--- config.mk ---
export PLATFORM = sky130hd
export DESIGN_NAME = s1_rr_sched
export DESIGN_NICKNAME = d
export VERILOG_FILES = /design/src/rtl/s1_rr_sched_pkg.sv /design/src/rtl/s1_rr_sched_pick4.sv /design/src/rtl/s1_rr_sched.sv
export SDC_FILE = /design/constraint.sdc
export NUM_CORES = 1
export LEC_CHECK = 0
export ABC_AREA = 1
export BUFFER_PORTS_ARGS = -buffer_cell sky130_fd_sc_hd__buf_2
export CAP_MARGIN = 25
export CORE_MARGIN = 4
export CORE_UTILIZATION = 43
export CTS_CLUSTER_DIAMETER = 30
export DETAILED_ROUTE_END_ITERATION = 8
export PLACE_DENSITY = 0.83
export SYNTH_ARGS = -nofsm -noshare
export SYNTH_HDL_FRONTEND = slang
export SYNTH_SLANG_ARGS = --single-unit
--- constraint.sdc ---
create_clock -name clk -period 1.6 [get_ports clk]
set_input_delay 0.16 -clock clk [delete_from_list [all_inputs] [get_ports clk]]
set_output_delay 0.16 -clock clk [all_outputs]
set_load 0.02 [all_outputs]
--- src/rtl/s1_rr_sched_pkg.sv ---
// Shared definitions for the S1 round-robin scheduler: state encoding, requester
// count and the grant-index to S1 select-line mapping.
package s1_rr_sched_pkg;

    localparam int unsigned NReq = 4;

    typedef enum logic [1:0] {
        StIdle = 2'd0,
        StSel  = 2'd1,
        StWait = 2'd2,
        StDone = 2'd3
    } state_e;

    // Returns {a1, b1, a0}; a1 and b1 both carry the upper grant bit.
    function automatic logic [2:0] sel_enc(input logic [1:0] gnt);
        return {gnt[1], gnt[1], gnt[0]};
    endfunction

endpackage

--- src/rtl/s1_rr_sched_pick4.sv ---
// Combinational round-robin picker: first set request at or after ptr_i, wrapping mod 4.
module rr_pick4
    import s1_rr_sched_pkg::*;
(
    input  logic [NReq-1:0] req_i,
    input  logic [1:0]      ptr_i,
    output logic [1:0]      gnt_idx_o,
    output logic            any_o
);

    logic [1:0] idx;
    logic       found;

    always_comb begin
        gnt_idx_o = 2'd0;
        found     = 1'b0;
        idx       = 2'd0;
        for (int k = 0; k < NReq; k++) begin
            idx = 2'(ptr_i + 2'(k));
            if (!found && req_i[idx]) begin
                gnt_idx_o = idx;
                found     = 1'b1;
            end
        end
    end

    assign any_o = |req_i;

endmodule

--- src/rtl/s1_rr_sched.sv ---
// Round-robin scheduler sharing one registered 4:1 mux cell (S1) between four requesters.
// Each transaction runs IDLE -> SEL -> WAIT -> DONE with a one-cycle ack in DONE.
module s1_rr_sched
    import s1_rr_sched_pkg::*;
#(
    parameter int unsigned size = 5
) (
    input  logic            clk,
    input  logic            CLR,
    input  logic [3:0]      req,
    input  logic [size-1:0] din0,
    input  logic [size-1:0] din1,
    input  logic [size-1:0] din2,
    input  logic [size-1:0] din3,
    output logic [size-1:0] cell_d00,
    output logic [size-1:0] cell_d01,
    output logic [size-1:0] cell_d10,
    output logic [size-1:0] cell_d11,
    output logic            cell_a1,
    output logic            cell_b1,
    output logic            cell_a0,
    output logic            cell_clr,
    input  logic [size-1:0] cell_out,
    output logic [3:0]      ack,
    output logic [size-1:0] dout,
    output logic            dout_valid,
    output logic [1:0]      dout_src
);

    state_e            state_q, state_d;
    logic [1:0]        rr_ptr_q, rr_ptr_d;
    logic [1:0]        grant_q, grant_d;
    logic [2:0]        sel_q, sel_d;
    logic [NReq-1:0]   ack_q, ack_d;
    logic [size-1:0]   dout_q, dout_d;
    logic              dout_valid_q, dout_valid_d;
    logic [1:0]        dout_src_q, dout_src_d;
    logic [1:0]        pick_idx;
    logic              pick_any;

    rr_pick4 u_pick (
        .req_i     (req),
        .ptr_i     (rr_ptr_q),
        .gnt_idx_o (pick_idx),
        .any_o     (pick_any)
    );

    always_comb begin
        state_d      = state_q;
        rr_ptr_d     = rr_ptr_q;
        grant_d      = grant_q;
        sel_d        = sel_q;
        ack_d        = '0;
        dout_d       = dout_q;
        dout_valid_d = 1'b0;
        dout_src_d   = dout_src_q;
        unique case (state_q)
            StIdle: begin
                if (pick_any) begin
                    grant_d = pick_idx;
                    sel_d   = sel_enc(pick_idx);
                    state_d = StSel;
                end
            end
            StSel:  state_d = StWait;
            StWait: begin
                // S1 captured the selected operand at the end of SEL.
                dout_d         = cell_out;
                dout_src_d     = grant_q;
                dout_valid_d   = 1'b1;
                ack_d[grant_q] = 1'b1;
                rr_ptr_d       = 2'(grant_q + 2'd1);
                state_d        = StDone;
            end
            StDone: state_d = StIdle;
            default: state_d = StIdle;
        endcase
    end

    always_ff @(posedge clk) begin
        if (CLR) begin
            state_q      <= StIdle;
            rr_ptr_q     <= 2'd0;
            grant_q      <= 2'd0;
            sel_q        <= 3'd0;
            ack_q        <= '0;
            dout_q       <= '0;
            dout_valid_q <= 1'b0;
            dout_src_q   <= 2'd0;
        end else begin
            state_q      <= state_d;
            rr_ptr_q     <= rr_ptr_d;
            grant_q      <= grant_d;
            sel_q        <= sel_d;
            ack_q        <= ack_d;
            dout_q       <= dout_d;
            dout_valid_q <= dout_valid_d;
            dout_src_q   <= dout_src_d;
        end
    end

    assign cell_d00   = din0;
    assign cell_d01   = din1;
    assign cell_d10   = din2;
    assign cell_d11   = din3;
    assign cell_a1    = sel_q[2];
    assign cell_b1    = sel_q[1];
    assign cell_a0    = sel_q[0];
    assign cell_clr   = CLR;
    assign ack        = ack_q;
    assign dout       = dout_q;
    assign dout_valid = dout_valid_q;
    assign dout_src   = dout_src_q;

endmodule

# [Yosys cells after proc, flatten, opt, wreduce, memory -nomap -nowiden]
# Index checks and enable logic that the tools add are counted.
[word_totals] regBits=20 inputBits=31 output_inout_bits=36
[classes] n_addsub=4 n_lt_le_gt_ge=6 n_eq_ne=4 mux=20 bitwise=1 n_reduce_logical=11
[ops] cell="less-than comparator 2 x 3 -> 1 bit, second input constant" count=5
[ops] cell="two-way mux 2 bit" count=5
[ops] cell="two-way mux 1 bit" count=9
[ops] cell="binary-select mux 1 bit (select 2 bit)" count=4
[ops] cell="case mux 2 bit (4 select lines)" count=1
[ops] cell="adder 2 x 1 -> 2 bit, second input constant" count=2
[ops] cell="adder 2 bit, second input constant" count=2
[ops] cell="== test 2 bit, second input constant" count=2
[ops] cell="logical AND 1 bit" count=4
[ops] cell="OR reduction 4 bit" count=1
[ops] cell="zero test 1 bit" count=3
[ops] cell="demux 1 bit (select 2 bit)" count=1
[ops] cell="== test 2 x 1 -> 1 bit, second input constant" count=1
[ops] cell=">= comparator 2 x 1 -> 1 bit, second input constant" count=1
[ops] cell="zero test 2 bit" count=1
[ops] cell="!= test 2 bit, second input constant" count=1
[ops] cell="AND reduction 2 bit" count=1
[ops] cell="OR reduction 2 bit" count=1
[ops] cell="inverter 1 bit" count=1

# [Depth between registers and ports, before layout]
# Gate-level depths: netlist (run 1).
[logic_depth] depth_word=12 depth_mapped=12 depth_no_buf=11

# [By module]
# From an unflattened synthesis (run 1), not the netlist that was laid out.
[unflattened] cells_unflattened=161 area_unflattened_um2=1143.6
[modules_own_cells] module="s1_rr_sched" n_inst=1 cells_per_inst=112 area_each_um2=900.9
[modules_own_cells] module="rr_pick4" n_inst=1 cells_per_inst=49 area_each_um2=242.7

# [Worst setup path after synthesis (run 1)]
# OpenSTA, ideal clock, no wires.
[synth_path] path_type="register -> register" startpoint="register sel_q[1] (netlist name)" endpoint="register rr_ptr_q[1]" arrival_time_ns=1.084 required_ns=1.478 setup_slack_ns=0.395 path_stages_with_launch=5 cell_sequence="dfxtp_1 -> inv_1 -> ha_1 -> o21ai_0 -> a21oi_1"
[synth_lines] element="to (signal assigned)" line="s1_rr_sched.sv:92" source="rr_ptr_q <= rr_ptr_d;"
[synth_lines] element="to (decl)" line="s1_rr_sched.sv:31" source="logic [1:0] rr_ptr_q, rr_ptr_d;"

# [Worst setup path in the final report (run 1)]
[layout_path] startpoint="register rr_ptr_q[0]" endpoint="register sel_q[1]"
[layout_between] elab_chain_len=12 word_cells_on_any_way=24 classes_between="add/sub (3); mux (15); reduce/logical (6)"
[layout_lines] element="branches (longest 11 deep; another with adder 2 x 1 -> 2 bit)"
[layout_lines] element="two-way mux 2 bit *" line="s1_rr_sched_pick4.sv:20" source="if (!found && req_i[idx]) begin"
[layout_lines] element="to (signal assigned)" line="s1_rr_sched.sv:94" source="sel_q <= sel_d;"
[layout_lines] element="to (decl)" line="s1_rr_sched.sv:33" source="logic [2:0] sel_q, sel_d;"
# Mark *: on every way between the ends. The select of a mux whose other input is x is not followed.
# A chain may end at the register's enable or synchronous reset.

==> impl_summary.md, run 1 <==
Clocking
The number of CTS-inserted buffers is 3. After clock tree synthesis, the clock-pin slew on the worst setup and hold paths is 90 ps. The clock tree from TritonCTS is yes. The deepest clock path buffer count is 2. The tree is rooted in a sky130_fd_sc_hd__clkbuf_4.

Hold repair after CTS inserted 0 buffers. In this run the number of H-tree levels came out at 1. The TritonCTS sink count is 18.

The clock reaches the later pin of the worst-skew pair after about 280 ps.

Floorplan
Row generation in the floorplan step produced 18 rows. The die covers 3520 um^2. The initial standard-cell utilization of the core is around 45%.

The die boundary width is 59.3 um. The total core area is 2500 um^2. The count of pins on the block boundary is 67. The die outline height is just under 60 um.

GRT
Entering global routing, the biggest net connects 13 pins. The number of antenna violations at the first check in global routing is 0. Global routing consumed, over all layers together, roughly an eighth of the routing resources. The first global-routing pass estimated 3430 um of wire. The via count of the first global-routing pass came to approximately 850. The total overflow left after global routing is 0.

Setup path
STA classifies the critical path startpoint as a register. The kind of cell adding the most delay to the critical path is simple AND/OR/NAND/NOR gates. The depth of the worst register-to-register path is 9.

The signal on the critical path passes through nand2_1 -> nand3_1 -> nand2_2 -> nand2_1 -> inv_1 -> nand3_1 -> nand2_1 -> nor2_1 -> nor2_1. In this run the worst path has a maximum fanout of 10. The delay of the slowest critical-path stage is 480 ps. The worst endpoint data arrival time is 1470 ps. The number of stages on the worst setup path is 9.

The sum of buffers and inverters on the critical path is 1. Data on the critical path is required at its endpoint by 1780 ps. The start-to-end type of the worst setup path is register to register.

The slowest stage cell on the critical path is sky130_fd_sc_hd__dfxtp_2. The most numerous cell type found on the critical path is sky130_fd_sc_hd__nand2_1. The critical path capture point type is a register.

Yosys
The fraction of registers with async set/reset is 0%. Synthesis handed over a netlist of 158 instances. The number of synthesis warnings is 0.

The number of enable flip-flop cells after synthesis is 0. Synthesis inferred 18 register bits. The area fraction of the dominant cell type after synthesis is 31.8%. The average instance area after synthesis is 7.17 um^2.

In the post-synthesis netlist, the biggest area contributors are sky130_fd_sc_hd__dfxtp_1 32%, sky130_fd_sc_hd__buf_4 15%, sky130_fd_sc_hd__nand2_1 8.3%. The number of nets in the synthesized netlist is just under 200. The cell with the most instances after synthesis is sky130_fd_sc_hd__nand2_1. For this run, the leading register cell type out of synthesis is sky130_fd_sc_hd__dfxtp_1. Sorting the synthesized cells by how often they occur yields 25 x sky130_fd_sc_hd__nand2_1, 22 x sky130_fd_sc_hd__buf_4, 22 x sky130_fd_sc_hd__nor2_1.

Yosys mapped the design onto 22 distinct sky130hd cell types. The library cell occupying the most area in the post-synthesis netlist is sky130_fd_sc_hd__dfxtp_1. For this run, the register share of the synthesized area comes to 31.8%. The cell area after synthesis is ~1100 um^2.

Pwr
Power spread over the standard cell area amounts to 1510 nW/um^2. In this run the static leakage power is 0.610 nW. The total power of the final layout is 1.73 mW. IR analysis of the VDD net gives a maximum drop of 0.00124 V.

Routing
After detailed routing, the number of vias per cell comes to 4.82. The length of the first detailed-routing pass in iterations is 4. The antenna violation net count after detailed routing is 0. The final wirelength is between 1500 and 2000 um. In the routed design, unresolved DRC markers number 0. The routed layout has just over 900 vias.

The DRC violation total after the first TritonRoute iteration is 18. The post-detailed-route wirelength per cell is 10.2 um.

STA
Setup repair after global routing left no endpoint under its margin. The highest clock rate is 777 MHz. The clock skew after layout is 0.946 ps.

In the finished design, the share of the clock period the worst path needs comes to roughly four fifths. For the pin with the worst max-slew slack, the measured transition is about 340 ps. The final-report max-slew violation count is 0.

The final period demand of the worst path is 1290 ps. Measured against its own limit, the worst slew margin works out to 77.4%. Setup violations remaining at the end of the flow were counted as 0. The setup TNS after final layout is 0 ps.

The hold violation count in the final report is 0.

Run status
The run finished with clean final reports.

Layout
The final cell utilization of the core is 45.9%. The ratio of cells with drive above 1 in the final layout is 28.8%. The number of fill cells in the layout is 256.

The growth of design area from synthesis to finish is 1.32%. The flip-flop and latch area is 362 um^2. The count of antenna diodes in the layout is 0. In the final design database the tool counted 203 nets.

The non-filler instance count after layout is 193. The combined area of the multi-input logic cells is slightly above 500 um^2.

Placed design
The routability congestion estimate is 0.845. Once placement completed, the tool counted placed cells totaling 190. During placement, the flow inserted port buffers numbering 26. Detailed placement finished with a half-perimeter wire length of 1570 um.

Worst hold path
The kind of path behind the tightest hold check is primary input to register. The number of cells on the worst hold path is 3.

Flow run
Max-cap violations in this run came to 0.
## final cells by class
class                           count  share of cell area [%]
Clock buffer                        3                    1.96
Inverter                           19                    6.86
Multi-Input combinational cell     96                    44.4
Sequential cell                    18                    31.5
Tap cell                           30                    3.27
Timing Repair Buffer               27                    12.0
## sequential cells by signal, indices dropped and copies added, names as in the netlist
register / count
dout: 5
rr_ptr_q: 2
dout_src: 2
dout_valid: 1
ack: 4
state_q: 2
sel_q: 2
## cells in the final DEF (no fill, tap or decap), types with 3 or more instances in the layout
cell and n:
sky130_fd_sc_hd__a21oi_1 6, sky130_fd_sc_hd__inv_1 16, sky130_fd_sc_hd__nand2_2 12, sky130_fd_sc_hd__nand2_1 25
sky130_fd_sc_hd__buf_2 26, sky130_fd_sc_hd__clkbuf_4 3, sky130_fd_sc_hd__nor2_1 22, sky130_fd_sc_hd__dfxtp_1 17
sky130_fd_sc_hd__ha_1 7, sky130_fd_sc_hd__o21ai_0 11, sky130_fd_sc_hd__nand3_1 6
## tightest hold or removal path, cell delays in order
cell                     delay [ps]
sky130_fd_sc_hd__buf_2           70
sky130_fd_sc_hd__nor2_1          30
sky130_fd_sc_hd__nor2_1          80
## metal layers
metal  vias up  track usage (%)  part of all wire [%]
met5         -                0                     0
met4         0             2.91                  0.61
met3         6             3.92                   7.2
met1       422             14.1                    42
li1        476                -                     -
met2        27             22.2                    50
## path summary, 6_finish.rpt
path	start	slack, ps	end
hold reg to reg	dout[4]	510	dout[4]
setup reg to reg	rr_ptr_q[0]	310	sel_q[1]
hold / removal	cell_out[1]	90	dout[1]
setup / recovery	rr_ptr_q[0]	310	sel_q[1]
## where the power goes
group	switching [mW]	leakage (nW)	internal [mW]
Clock	0.128	0.0138	0.0874
Sequential	0.0962	0.148	0.559
Combinational	0.557	0.449	0.304
## through the flow
step | instance area, um^2 | hold slack (ps) | setup WS [ps]
2_1_floorplan | 1130 | 229 | 395
3_3_place_gp | 1120 | 320 | 196
3_5_place_dp | 1120 | 320 | 153
4_1_cts | 1150 | 83.6 | 134
5_1_grt | 1150 | 91.4 | 125
6_report | 1150 | 90.2 | 313
## kinds of logic (layout without fill, tap and decap cells)
| logic type | Yosys count | in the layout | synth area share [%] |
|---|---|---|---|
| and+or+nand+nor | 69 | 69 | 28.0 |
| buffers and inverters | 44 | 49 | 23.2 |
| AOI/OAI and AO/OA | 20 | 20 | 9.27 |
| DFF | 18 | 18 | 31.8 |
| adders and majority gates | 7 | 7 | 7.73 |
## what timing repair did
action | CTS | global route
endpoints found under the setup margin | 0 | 2
resized for setup | 0 | 1
setup buffers | 0 | 0
Power figures use the tool's default switching activity.
==> inputs of run 2 (changes only) <==
Settings changed: CORE_UTILIZATION 43 to 39, PLACE_DENSITY 0.83 to 0.8.
Clock period 1.6 ns to 1.05 ns, I/O delays scaled along.
==> run 2 against run 1 <==
Effect of this change: the run now ends with negative setup slack left; combinational power rose to 2.7 times the previous value; clock power rose by 100%; largest cell class unchanged; hold slack got worse by 77 ps; critical endpoint is now sel_q[0]; clock-buffer cell count rose by 1; power rose by 120%; clock skew rose by 15 ps; non-clock buffer count rose by 23; cell area rose by 37%; sequential cell count did not move; via count rose by 15%; sequential share of layout area fell by 7.9 points; critical path depth fell by 1.
==> impl_summary.md, run 2 (synthesis results as in run 1) <==
Routing
The post-detailed-route wirelength per cell is 14.2 um (+39%). The antenna violation net count after detailed routing is 0 (unchanged). The final wirelength is 3090 um (+57%).

The via count is 1,075 (+15%). The number of DRC violations after detailed routing was 0 (unchanged). The detailed-route vias per instance is 4.93 (+2.2%).

The length of the first detailed-routing pass in iterations is 6 (+2). The DRC violation total after the first TritonRoute iteration came to 23 (+5).

Setup path
The worst setup path is of the register to register kind. The startpoint identified for the worst register-to-register timing path is rr_ptr_q[0]. The required time of the critical path is 1270 ps (-510 ps). The internal reg-to-reg setup slack is -280 ps (-590 ps).

The worst endpoint data arrival time came to 1550 ps (+80 ps). STA classifies the critical path endpoint as a register. The maximum fanout along the worst path is 6 (-4).

STA classifies the critical path startpoint as a register. The depth of the worst register-to-register path was 8 (-1). In this run the critical register-to-register path is captured at sel_q[0].

STA
The post-route fraction of the period consumed by the critical path was 126% (+46 points). The clock skew after layout is 16.2 ps (+15.3 ps). The final period demand of the worst path came to 1330 ps (+40.8 ps). The final-report max-slew violation count is 0 (unchanged).

The final setup violation count came to 11 (+11). The worst setup margin was -278 ps (-591 ps). The headroom to the max-slew limit is 62.8% (-15 points).

The hold violation count in the final report is 0 (unchanged). Setup repair after global routing could not meet its margin everywhere. The highest clock rate is 753 MHz (-3.1%).

The slew of the pin with the lowest slew margin is 557 ps (+222 ps).

Placed design
The half-perimeter wire length after placement was 1780 um (+13%). The routability congestion estimate came to 0.837 (-1.1%). The placed instance area is 1280 um^2 (+13%). The count of port buffers added during placement is 26 (unchanged).

The worst slack at placement is -198 ps (-351 ps).

GRT
The met2 usage in global routing came to 21.4% (-0.78 points). The total global-route track usage is 12.6% (+0.21 points). The number of antenna violations at the first check in global routing is 0 (unchanged). The wire length of the first global-routing pass was 3710 um (+8.0%). The pin count of the biggest net entering global routing came to 13 (unchanged). The fraction of met3 tracks used by global routing was 4.34% (+0.42 points).

The global routing's busiest layer is met2. The met1 track demand over resource was 15.7% (+1.6 points). The total overflow reported by the global router came to 0 (unchanged). The via count of the first global-routing pass was 920 (+7.7%).

Layout
The ratio of cells with drive above 1 in the final layout came to 59.4% (+31 points). The leading cell type in the layout, fill and taps excluded is sky130_fd_sc_hd__buf_2. The count of antenna diodes in the layout was 0 (unchanged). The top cell types in the final layout, fill and taps aside, are 23 x sky130_fd_sc_hd__buf_2, 21 x sky130_fd_sc_hd__nand2_1, 19 x sky130_fd_sc_hd__buf_4. The growth of design area from synthesis to finish is 39.3%.

The number of flip-flops under the largest register name is 5 (unchanged). The summed area of non-filler cells in the final layout is 1580 um^2 (+37%). The number of nets in the layout is 226 (+11%).

Floorplan
The die boundary width is 61.9 um (+4.3%). The die outline height was 61.9 um (+4.3%). The count of pins on the block boundary is 67 (unchanged).

The initial standard-cell utilization of the core was 41.1% (-4.2 points). The total die area is 3830 um^2 (+8.8%). The count of standard-cell rows was 19 (+1). The total core area is 2760 um^2 (+10%).

Worst hold path
For hold timing, the worst endpoint is state_q[1]. The number of cells on the worst hold path is 2 (-1). In this run the worst hold path is classified as primary input to register. The startpoint identified for the worst hold timing path is CLR.

Clocking
The clock tree from TritonCTS is yes. The clock slew seen by the registers of the worst setup and hold paths is 120 ps (+30 ps). The number of H-tree levels is 1 (unchanged).

The root buffer cell chosen for the clock tree is sky130_fd_sc_hd__clkbuf_4. The number of buffers inserted by hold repair at cts is 0 (unchanged). The deepest clock path buffer count is 2 (unchanged). The TritonCTS sink count is 18 (unchanged). The clock latency of the later-clocked register in the worst-skew pair is 300 ps (+20 ps). The number of CTS-inserted buffers is 3 (unchanged).

Pwr
The maximum VDD drop is 0.00198 V (+59%). The static leakage is 0.773 nW (+27%). The total power of the final layout is 3.79 mW (+120%). The power per cell area came to 2400 nW/um^2 (+59%).

Run status
The flow ran to the end, but the final reports show violations. The checks that failed: negative setup slack.

Flow run
The max-cap check violation count is 0 (unchanged).
==> run 2: cell types whose count changed in the layout (fill, tap and decap cells not counted), moves of 4 or more <==
| cell | delta |
|---|---|
| sky130_fd_sc_hd__inv_1 | -4 |
| sky130_fd_sc_hd__nor2_2 | +6 |
| sky130_fd_sc_hd__buf_4 | +18 |
| sky130_fd_sc_hd__nor2_1 | -9 |
| sky130_fd_sc_hd__buf_6 | +6 |
| sky130_fd_sc_hd__o21ai_2 | +9 |
| sky130_fd_sc_hd__o21ai_0 | -9 |
| sky130_fd_sc_hd__nand2_1 | -4 |
| sky130_fd_sc_hd__dfxtp_1 | -5 |
==> run 2: worst max-delay path by stage <==
stage / depth (start not counted) / startpoint / end / slack [ps]
2_1_floorplan: 11 / rr_ptr_q[0] / sel_q[1] / -90
3_3_place_gp: 9 / rr_ptr_q[0] / sel_q[0] / -180
3_5_place_dp: 11 / rr_ptr_q[0] / sel_q[1] / -200
4_1_cts: 10 / rr_ptr_q[0] / sel_q[1] / -160
5_1_grt: 8 / rr_ptr_q[0] / sel_q[0] / -360
6_report: 8 / rr_ptr_q[0] / sel_q[0] / -280
==> run 2: metrics by stage <==
step / hold slack [ps] / TNS, ps / std cells / utilization, %
floorplan: 174 / -185 / 158 / -
global placement: 210 / -1110 / 209 / 46.3
detailed placement: 210 / -1360 / 209 / 46.3
CTS: 24.2 / -582 / 216 / 50.6
global route: 4.23 / -1410 / 218 / 57.3
finish: 13.1 / -784 / 218 / 57.3
==> run 2: final cells by class <==
type                       count  area [um^2]
tap                           31         38.8
clock buffer                   4         36.3
fill                         234         1180
sequential                    18          373
inverter                      19         91.3
multi-input combinational     96          669
timing repair buffer          50          370
==> run 2: repair_timing <==
action | CTS | global route
pin swaps | 11 | 14
cloned | 0 | 1
resized for setup | 25 | 51
setup endpoints to repair | 17 | 17
buffers inserted | 4 | 2
==> run 2: report_power, final <==
group	switching, mW	internal [mW]	leakage (nW)
Clock	0.227	0.212	0.0210
Sequential	0.149	0.874	0.150
Combinational	1.29	1.04	0.602
==> run 2: metal layers <==
layer	part of all wire, %	routed length (um)	vias up
li1	-	-	525
met1	37	1150	495
met2	53	1640	39
met3	5.4	166	16
met4	4.1	127	0
met5	0	0	-
==> run 2: worst max-delay path, cell delays in order (launching register included) <==
cell	delay, ps
sky130_fd_sc_hd__dfxtp_4	400
sky130_fd_sc_hd__buf_6	130
sky130_fd_sc_hd__nand2_1	100
sky130_fd_sc_hd__nand3_2	130
sky130_fd_sc_hd__nand2_4	100
sky130_fd_sc_hd__inv_1	40
sky130_fd_sc_hd__o21ai_1	80
sky130_fd_sc_hd__nand3_1	120
sky130_fd_sc_hd__a21oi_1	140
==> inputs of run 3 (changes only) <==
Settings changed: CORE_ASPECT_RATIO set to 0.75.
==> run 3 against run 2 <==
Effect of this change: combinational power decreased by 23%; hold slack improved by 64 ps; largest cell class unchanged; via count decreased by 6.3%; the flow still finishes with violations (negative setup slack); final cell count decreased by 1.8%; power decreased by 14%; clock power increased by 4%.
==> impl_summary.md, run 3 (synthesis results as in run 1) <==
Layout
The ratio of cells with drive above 1 in the final layout is 48.3% (-11 points). The leading cell type in the layout, fill and taps excluded is sky130_fd_sc_hd__buf_2. In the layout the commonest cells are 26 x sky130_fd_sc_hd__buf_2, 22 x sky130_fd_sc_hd__nand2_1, 15 x sky130_fd_sc_hd__nand2_2.

The number of nets in the layout came to 218 (-3.5%). The non-filler instance count after layout was 214 (-1.8%). Compared with the post-synthesis result, the final layout area differs by 22.1%.

The count of antenna diodes in the layout is 0 (unchanged). The number of flip-flops under the largest register name is 5 (unchanged).

Placed design
The worst slack at placement was -229 ps (-31.1 ps). The count of port buffers added during placement is 26 (unchanged). The number of placed cells counting well taps is 209 (unchanged).

The half-perimeter wire length after placement is 1760 um (-1.0%). The routability congestion estimate is 0.917 (+9.6%).

GRT
The via count of the first global-routing pass came to 917 (-0.33%). The number of antenna violations at the first check in global routing is 0 (unchanged). The wire length of the first global-routing pass came to 3760 um (+1.5%). The pin count of the biggest net entering global routing came to 13 (unchanged).

The total overflow reported by the global router is 0 (unchanged). The total global-route track usage is 12.4% (-0.21 points).

Routing
The via count was 1,007 (-6.3%). The number of DRC violations after detailed routing is 0 (unchanged). The antenna violation net count after detailed routing is 0 (unchanged). The length of the first detailed-routing pass in iterations is 4 (-2). The DRC violation total after the first TritonRoute iteration is 25 (+8.7%).

The final wirelength is 2350 um (-24%). The post-detailed-route wirelength per cell is 11.0 um (-23%). The detailed-route vias per instance is 4.71 (-4.6%).

Floorplan
The die outline height is 54.7 um (-12%). The count of pins on the block boundary was 67 (unchanged). The initial standard-cell utilization of the core is 41.9% (+0.84 points).

The die boundary width is 70.3 um (+13%). The count of standard-cell rows was 16 (-3). The total die area is 3840 um^2 (+0.23%). The total core area is 2700 um^2 (-2.0%).

Run status
The flow ran to the end, but the final reports show violations. The checks that failed: negative setup slack.

Setup path
The kind of cell adding the most delay to the critical path is flip-flops. The worst endpoint data arrival time is 1360 ps (-190 ps). The cell that appears most often on the critical path is sky130_fd_sc_hd__nand2_2. The maximum fanout along the worst path is 9 (+3). The sort of element at the start of the critical path is a register.

The slowest stage cell on the critical path is sky130_fd_sc_hd__dfxtp_4. The sum of buffers and inverters on the critical path is 2 (unchanged). The signal on the critical path passes through inv_8 -> nand2_2 -> nand2_2 -> nand2_2 -> nand2_2 -> inv_1 -> nand2_1 -> a21oi_1 -> a21oi_2. The delay of the slowest critical-path stage is 420 ps (+20 ps). The critical path capture point type is a register. The required time of the critical path came to 1180 ps (-90 ps).

The setup path with the least slack is of type register to register.

STA
The final setup violation count is 3 (-8). The final-report max-slew violation count is 0 (unchanged). The post-route fraction of the period consumed by the critical path is 116% (-10 points). Setup repair after global routing could not meet its margin everywhere. The final period demand of the worst path was 1220 ps (-106 ps).

The clock skew after layout came to 0.433 ps (-15.8 ps). The headroom to the max-slew limit was 69.4% (+6.6 points). The slew of the pin with the lowest slew margin is 455 ps (-102 ps).

The worst setup margin is -172 ps (+106 ps). The highest clock rate is 818 MHz (+8.7%). The hold violation count in the final report is 0 (unchanged). The worst hold margin is 76.9 ps (+63.8 ps).

Pwr
The total power of the final layout is 3.27 mW (-14%). The power per cell area is 2360 nW/um^2 (-1.8%). The maximum VDD drop is 0.00118 V (-40%). The static leakage is 0.696 nW (-9.9%).

Clocking
The TritonCTS sink count came to 18 (unchanged). The tree is rooted in a sky130_fd_sc_hd__clkbuf_8. The number of CTS-inserted buffers came to 3 (unchanged). The clock slew seen by the registers of the worst setup and hold paths came to 60 ps (-60 ps).

The number of H-tree levels is 1 (unchanged). The deepest clock path buffer count was 2 (unchanged). TritonCTS built the clock tree. The clock latency of the later-clocked register in the worst-skew pair is 240 ps (-60 ps).

Worst hold path
The min-delay analysis places its worst path in the category primary input to register.

Flow run
The max-cap check violation count is 0 (unchanged).
run 3: final timing paths:
check              startpoint          to  slack [ps]  cells after the start
setup / recovery  rr_ptr_q[0]    sel_q[0]        -170                      9
hold / removal            CLR  state_q[1]          80                      2
setup reg to reg  rr_ptr_q[0]    sel_q[0]        -170                      9
hold reg to reg       dout[4]     dout[4]         490                      2
run 3: where the power goes:
group / switching [mW] / internal [mW]
Clock: 0.203 / 0.254
Sequential: 0.136 / 0.877
Combinational: 1.04 / 0.753
run 3: layout make-up:
type	instances	area, um^2
repair buffers	42	258
clock buffers	3	41.3
multi-input cells	96	581
inverters	19	86.3
fillers	291	1320
flip-flops and latches	18	373
well taps	36	45.0
run 3: repair_timing:
item | CTS | global route
resized for setup | 16 | 25
buffers inserted | 1 | 1
pin swaps | 5 | 3
hold buffers | 0 | 0
gates cloned | 0 | 1
setup endpoints to repair | 16 | 17
run 3: per-layer routing:
metal | vias to the layer above | wire length (um) | track usage (%)
met3 | 4 | 181 | 6.06
met4 | 0 | 12 | 3.18
li1 | 513 | - | -
met5 | - | 0 | 0
met2 | 29 | 1130 | 20.7
met1 | 461 | 1020 | 14.4
run 3: per-stage QoR:
stage | utilization [%] | area, um^2 | setup TNS (ps)
global route | 51.2 | 1380 | -851
detailed placement | 46.1 | 1240 | -1530
global placement | 46.1 | 1240 | -1020
finish | 51.2 | 1380 | -336
CTS | 47.9 | 1290 | -421
floorplan | - | 1140 | -185
